--- src/rtl/segasys1_sndcmd_fifo.sv ---
// Sound-command FIFO between the main CPU block and the sound CPU.
// Queues SNDRQ/SNDNO writes and raises one timed NMI per queued byte.
module segasys1_sndcmd_fifo #(
  parameter int DEPTH_LOG2  = 2,
  parameter int NMI_LEN     = 64,
  parameter int NMI_GAP     = 16,
  parameter int ACK_TIMEOUT = 65535
) (
  input  logic                  CLK40M,
  input  logic                  RESET_N,
  input  logic                  SNDRQ,
  input  logic [7:0]            SNDNO,
  input  logic                  SCPU_CS,
  input  logic                  SCPU_RD,
  output logic [7:0]            SCPU_DO,
  output logic                  SCPU_NMI,
  output logic [DEPTH_LOG2:0]   FIFO_CNT,
  output logic                  OVF
);

  localparam int DEPTH = 1 << DEPTH_LOG2;
  localparam int TMAX  = (NMI_LEN > NMI_GAP)
                         ? ((NMI_LEN > ACK_TIMEOUT) ? NMI_LEN : ACK_TIMEOUT)
                         : ((NMI_GAP > ACK_TIMEOUT) ? NMI_GAP : ACK_TIMEOUT);
  localparam int TW    = $clog2(TMAX) + 1;

  localparam logic [DEPTH_LOG2:0] FULL_CNT = (DEPTH_LOG2+1)'(DEPTH);
  localparam logic [TW-1:0]       LEN_LD   = TW'(NMI_LEN - 1);
  localparam logic [TW-1:0]       GAP_LD   = TW'(NMI_GAP - 1);
  localparam logic [TW-1:0]       ACK_LD   = TW'(ACK_TIMEOUT - 1);

  typedef enum logic [1:0] {IDLE, ASSERT, WAIT_ACK, GAP} st_t;

  logic [DEPTH-1:0][7:0]   mem_q;
  logic [DEPTH_LOG2-1:0]   wptr_q, rptr_q;
  logic [DEPTH_LOG2:0]     cnt_q, cnt_d;
  logic [7:0]              do_q, do_d;
  logic                    ovf_q;
  logic                    sndrq_q, rd_q;
  st_t                     state_q, state_d;
  logic [TW-1:0]           tmr_q, tmr_d;

  logic rd, push, pop_req, empty, full, do_pop, do_push, ovf_set;

  // Push on the rising edge of SNDRQ, pop on the falling edge of the read
  // access so the byte stays stable for the whole access.
  assign rd      = SCPU_CS & SCPU_RD;
  assign push    = SNDRQ & ~sndrq_q;
  assign pop_req = rd_q & ~rd;
  assign empty   = (cnt_q == '0);
  assign full    = (cnt_q == FULL_CNT);
  assign do_pop  = pop_req & ~empty;
  assign do_push = push & (~full | do_pop);
  assign ovf_set = push & full & ~do_pop;

  always_comb begin
    cnt_d = cnt_q;
    if (do_push & ~do_pop)      cnt_d = cnt_q + 1'b1;
    else if (~do_push & do_pop) cnt_d = cnt_q - 1'b1;
  end

  // Output register follows the head; holds the last byte once empty.
  always_comb begin
    do_d = do_q;
    if (!empty) do_d = mem_q[rptr_q];
  end

  always_ff @(posedge CLK40M) begin
    if (do_push) mem_q[wptr_q] <= SNDNO;
  end

  always_ff @(posedge CLK40M or negedge RESET_N) begin
    if (!RESET_N) begin
      wptr_q  <= '0;
      rptr_q  <= '0;
      cnt_q   <= '0;
      do_q    <= '0;
      ovf_q   <= 1'b0;
      sndrq_q <= 1'b0;
      rd_q    <= 1'b0;
    end else begin
      sndrq_q <= SNDRQ;
      rd_q    <= rd;
      cnt_q   <= cnt_d;
      do_q    <= do_d;
      if (do_push) wptr_q <= wptr_q + 1'b1;
      if (do_pop)  rptr_q <= rptr_q + 1'b1;
      if (ovf_set) ovf_q  <= 1'b1;
    end
  end

  always_ff @(posedge CLK40M or negedge RESET_N) begin
    if (!RESET_N) begin
      state_q <= IDLE;
      tmr_q   <= '0;
    end else begin
      state_q <= state_d;
      tmr_q   <= tmr_d;
    end
  end

  // An acknowledge (effective pop) always forces a quiet gap before the
  // next NMI; an unanswered NMI is re-raised via IDLE after the timeout.
  always_comb begin
    state_d = state_q;
    tmr_d   = tmr_q;
    case (state_q)
      IDLE: begin
        if (cnt_q != '0) begin
          state_d = ASSERT;
          tmr_d   = LEN_LD;
        end
      end
      ASSERT: begin
        if (do_pop) begin
          state_d = GAP;
          tmr_d   = GAP_LD;
        end else if (tmr_q == '0) begin
          state_d = WAIT_ACK;
          tmr_d   = ACK_LD;
        end else begin
          tmr_d = tmr_q - 1'b1;
        end
      end
      WAIT_ACK: begin
        if (do_pop) begin
          state_d = GAP;
          tmr_d   = GAP_LD;
        end else if (tmr_q == '0) begin
          state_d = IDLE;
        end else begin
          tmr_d = tmr_q - 1'b1;
        end
      end
      GAP: begin
        if (tmr_q == '0) state_d = IDLE;
        else             tmr_d   = tmr_q - 1'b1;
      end
      default: state_d = IDLE;
    endcase
  end

  always_comb begin
    SCPU_NMI = (state_q == ASSERT);
  end

  assign SCPU_DO  = do_q;
  assign FIFO_CNT = cnt_q;
  assign OVF      = ovf_q;

endmodule
--- config.mk ---
export PLATFORM = sky130hd
export DESIGN_NAME = segasys1_sndcmd_fifo
export DESIGN_NICKNAME = d
export VERILOG_FILES = /design/src/rtl/segasys1_sndcmd_fifo.sv
export SDC_FILE = /design/constraint.sdc
export NUM_CORES = 1
export LEC_CHECK = 0
export CELL_PAD_IN_SITES_DETAIL_PLACEMENT = 1
export CELL_PAD_IN_SITES_GLOBAL_PLACEMENT = 1
export CORE_ASPECT_RATIO = 0.8
export CORE_MARGIN = 4
export CORE_UTILIZATION = 41
export CTS_BUF_LIST = sky130_fd_sc_hd__clkbuf_8
export CTS_CLUSTER_SIZE = 12
export DETAILED_ROUTE_END_ITERATION = 7
export GPL_ROUTABILITY_DRIVEN = 1
export PLACE_DENSITY_LB_ADDON = 0.25
export SYNTH_ARGS = -nofsm -noshare
export SYNTH_HDL_FRONTEND = slang
export SYNTH_SLANG_ARGS = --single-unit
--- constraint.sdc ---
create_clock -name CLK40M -period 8 [get_ports CLK40M]
set_clock_uncertainty 0.2 [all_clocks]
set_input_delay 1.2 -clock CLK40M [delete_from_list [all_inputs] [get_ports CLK40M]]
set_output_delay 1.2 -clock CLK40M [all_outputs]
set_load 0.02 [all_outputs]
**Word level (Yosys, flattened, before mapping)**

Index checks and enable logic that the tools add are counted.

- Flip-flop bits (word level): 69
- Output and inout port bits: 13

- $add $sub $neg: 5
- $lt $le $gt $ge: 3
- Equal/unequal tests: 6
- Multiplexer cells: 19
- Bitwise gates (word level): 16
- Reduce and logical (&&, ||, !) cells: 7

Operators with widths:

| cell | count |
|---|---|
| $mux W17 | 5 |
| $pmux W17 S4 | 1 |
| $bwmux W32 | 1 |
| $logic_not A17 Y1 | 1 |
| $sub A17 B1 Y17 const B | 1 |
| $bmux W8 S2 | 1 |
| $demux W8 S2 | 1 |
| $mux W8 | 2 |
| $mux W2 | 5 |
| $and A1 B1 Y1 | 9 |
| $pmux W2 S4 | 1 |
| $lt A2 B3 Y1 const B | 2 |
| $mux W3 | 2 |
| $not A1 Y1 | 6 |
| $add A2 B1 Y2 const B | 2 |
| $eq A2 B2 Y1 const B | 2 |
| $add A3 B1 Y3 const B | 1 |
| $eq A3 B3 Y1 const B | 1 |
| $logic_not A3 Y1 | 1 |
| $ne A3 B1 Y1 const B | 1 |
| $reduce_bool A3 Y1 | 1 |
| $sub A3 B1 Y3 const B | 1 |
| $eq A2 B1 Y1 const B | 1 |
| $ge A2 B1 Y1 const B | 1 |
| other kinds (6) | 6 |

**Longest topological paths before layout**

- Depth in word-level cells: 10
- Gate-level depth with buffers: 10

**Worst setup path after synthesis**

Ideal clock, no wire load.

- Path type: input to register
- From: in SCPU_CS
- To: reg cnt_q[2], in the netlist FIFO_CNT[2]
- Data arrival time: 2.930 ns
- Data required time: 7.720 ns
- Path slack: 4.790 ns
- Stages: 9
- Buffers on the path: 0
- Cell sequence: a21boi_0 -> nor4b_1 -> nor3b_2 -> ha_1 -> inv_1 -> fa_1 -> xor2_1 -> nor2_1 -> xor2_1

- Longest elaborated chain between the ends: 9
- Elaborated cells on any way between the ends: 12

Ends and longest elaborated chain:

| element | line | text |
|---|---|---|
| start: declaration | 13 | `input logic SCPU_CS,` |
| $and A1 B1 Y1 * | 47 | `assign rd = SCPU_CS & SCPU_RD;` |
| $not A1 Y1 * | 49 | `assign pop_req = rd_q & ~rd;` |
| $and A1 B1 Y1 * | 49 |  |
| $and A1 B1 Y1 * | 52 | `assign do_pop = pop_req & ~empty;` |
| $or A1 B1 Y1 * | 53 | `assign do_push = push & (~full \| do_pop);` |
| $and A1 B1 Y1 * | 53 |  |
| named net do_push | 43 | `logic rd, push, pop_req, empty, full, do_pop, do_push, ovf_set;` |
| $not A1 Y1 | 59 | `else if (~do_push & do_pop) cnt_d = cnt_q - 1'b1;` |
| $and A1 B1 Y1 | 59 |  |
| $reduce_bool A2 Y1 (no source line) | -- |  |
| end signal: assignment | 84 | `cnt_q <= cnt_d;` |
| end: declaration | 36 | `logic [DEPTH_LOG2:0] cnt_q, cnt_d;` |

Mark *: on every way through the listed nets, which the timed path passes. The rest lies on a longest branch.
A chain may end at the register's enable or synchronous reset.

**Worst setup path in the final report**

Same ends and word-level chain as after synthesis.

==> results.py <==
metrics = {
    "outcome": {
        "status": "finished, final reports clean",
    },
    "power": {
        "p_per_area_nw_per_um2": 387,
        "vdd_drop_max_uv": 179,
        "p_leak_nw": 1.50,
    },
    "yosys": {
        "syn_nets": 274,
        "synth.lib_cells_used.distinct": 52,
        "avgSynthCellArea_um2": 12.8,
        "synthCells": 252,
        "async_flop_share_pct": 53.6,
        "yosys_register_bits": 69,
        "yosys.area.top_type": "edfxtp_1",
        "synth_flop_cell": "dfrtp_1",
        "synth_enable_flop_cells": 32,
        "yosysWarningCount": 0,
        "ys_seq_area_share_pct": 58.7,
        "synth_top_area_share_pct": 29.9,
        "syn_area_um2": 3210,
        "synth.area.top_cells": "edfxtp_1 (30%), dfrtp_1 (29%), mux4_2 (5.6%)",
    },
    "detailed_routing": {
        "num_vias": 2113,
        "viasPerCell": 5.39,
        "drc": 0,
        "wl_mm": 7.17,
        "ant_nets": 0,
        "dr.pass1.iters": 4,
        "drt_iter0_drc": 142,
        "avgRoutedWirePerCell_um": 18.3,
    },
    "timing": {
        "max_freq_mhz": 276,
        "timing.final.crit_share_pct": 45.3,
        "slew_violations": 0,
        "post-route-min-period_ns": 3.62,
        "rsz0062_at_grt": "false",
        "hold_violations": 0,
        "worst_pin_slew_ns": 0.897,
        "fin_tns_setup_ns": 0,
        "setup_viol": 0,
        "hold_slack_ns": 0.265,
        "relSlewSlack_pct": 40.2,
    },
    "job": {
        "max_cap_viol_count": 0,
    },
    "die": {
        "fp.dieW_um": 107,
        "io_pins": 26,
        "initial_core_util_pct": 42.9,
        "die-area_um2": 9330,
        "core-area_um2": 7500,
        "die_h_um": 87.2,
        "fp-row-count": 28,
    },
    "global_route": {
        "grt_pass1_vias": 2283,
        "antenna_found_initial": 0,
        "grt_busiest_layer": "met2",
        "grt.met2_usage_pct": 26.6,
        "grt_max_degree": 38,
        "grt_pass1_wl_mm": 12.1,
        "use_met1_pct": 23.7,
        "met3_usage_pct": 5.26,
        "track_usage_pct": 17.4,
        "grt_overflow": 0,
    },
    "critical_path": {
        "endpoint_kind": "register",
        "worstSetupStartpointType": "input pin",
        "required_ns": 8.07,
        "arrival_ns": 3.70,
        "crit_type": "in2reg",
        "cp_max_fo": 8,
    },
    "finish": {
        "nets": 304,
        "post-route-cell-area_um2": 3790,
        "n_antenna_cell": 0,
        "areaGrowthSynthToFinish_pct": 18.1,
        "layout-drive-gt1-share_pct": 13.6,
    },
    "clock_network": {
        "path_clk_slew_ns": 0.08,
        "htreeDepth": 3,
        "ctsHoldBuffers": 0,
        "cts_tree": "done",
        "insertion_delay_ns": 0.35,
        "cts_buffers": 9,
        "cts.sinks": 69,
        "cts_resized": 0,
        "post_cts_buffers": 0,
        "root_buffer": "clkbuf_8",
        "cts_buffer_depth": 2,
    },
    "placement": {
        "numPortBuffers": 25,
        "dp_hpwl_mm": 4.91,
        "place_area_um2": 3550,
        "routabilityCongestion": 0.764,
    },
    "hold_path": {
        "worstHoldPathType": "reg2reg",
    },
}
## critical path, cell delays in order
cell and delay (ns):
clkdlybuf4s50_1 0.44, a21boi_0 0.37, nor4b_1 0.14, nor3b_2 0.41, ha_1 0.27, inv_1 0.06
fa_1 0.38, xor2_1 0.15, nor2_1 0.12, xor2_1 0.16
## flip-flops by register name, summed over array words and instances, names as in the netlist
signal and count:
OVF 1, sndrq_q 1, tmr_q 17, state_q 2, SCPU_DO 8, mem_q 32
FIFO_CNT 3, rptr_q 2, wptr_q 2, rd_q 1
## placed cells by master (no fill, tap or decap), drive strengths merged, types with 3 or more instances in the layout
cell	instances
nor4	10
a21oi	6
nor2	12
nor3	6
nand2	36
nand3	3
edfxtp	32
o21ai	19
a211o	5
inv	12
xor2	3
dfrtp	37
and2	5
ha	8
nand2b	3
nor4b	3
clkdlybuf4s50	24
bufinv	3
mux4	8
xnor2	6
clkbuf	9
## metal layers
layer  part of all wire, %  up-vias  routed length [um]
met5                     0        -                   0
met2                    45       54                3220
met1                    48     1049                3420
met4                   1.4        0                  99
met3                   6.1        9                 436
li1                      -     1001                   -
## worst paths after layout
| check | start | end | slack [ns] | cells past startpoint |
|---|---|---|---|---|
| min reg2reg | SCPU_DO[3] | SCPU_DO[3] | 0.27 | 2 |
| max reg2reg | rd_q | FIFO_CNT[2] | 5.33 | 9 |
| min in group asynchronous | RESET_N | tmr_q[11] | 0.77 | 1 |
| max | SCPU_CS | FIFO_CNT[2] | 4.38 | 10 |
| max in group asynchronous | RESET_N | SCPU_DO[2] | 6.26 | 1 |
| min | SCPU_DO[3] | SCPU_DO[3] | 0.27 | 2 |
## cell usage after synthesis, drive strengths merged (2+ instances only)
cell and instances:
dfrtp 37, nand2 36, edfxtp 32, o21ai 19
nor2 12, inv 10, nor4 10, ha 8
mux4 8, a21oi 6, nor3 6, xnor2 6
a211o 5, and2 5, clkbuf 4, buf 3
nand2b 3, nand3 3, nor4b 3, xor2 3
a311o 2, a31oi 2, a32oi 2, mux2 2
nor2b 2, nor3b 2, o22ai 2, or2 2
or3 2
## through the flow
stage	setup slack (ns)	std cells	total power [W]	util, %
2_1_floorplan	4.79	252	0.000957	-
3_3_place_gp	4.19	376	0.00111	47.4
3_5_place_dp	4.01	376	0.00113	47.4
4_1_cts	4.41	392	0.00148	50.6
5_1_grt	4.12	392	0.00157	50.6
6_report	4.38	392	0.00147	50.6
## cells by family after synthesis
kind of cell    Yosys count  share of synthesized area, %
flops                    69                          58.7
simple gates             90                          16.2
xor+xnor                  9                          2.45
fa+ha+maj                 9                          3.74
compound gates           48                          10.1
buf+inv                  17                          2.49
mux                      10                          6.31
## report_power, final
group	switching [W]	total, W	leakage, nW	internal (W)
Sequential	0.000125	0.000598	0.744	0.000473
Combinational	0.000276	0.000526	0.635	0.000250
Clock	0.000137	0.000344	0.123	0.000207
Total	0.000539	0.00147	1.50	0.000930
## layout make-up
class,count,area (um2)
sequential,69,1890
clock buffer,9,124
fill,810,3700
timing repair buffer,26,253
inverter,10,37.5
multi-input combinational,166,1250
clock inverter,7,115
tap,105,131
No activity file was read; power rests on OpenSTA's default activity.
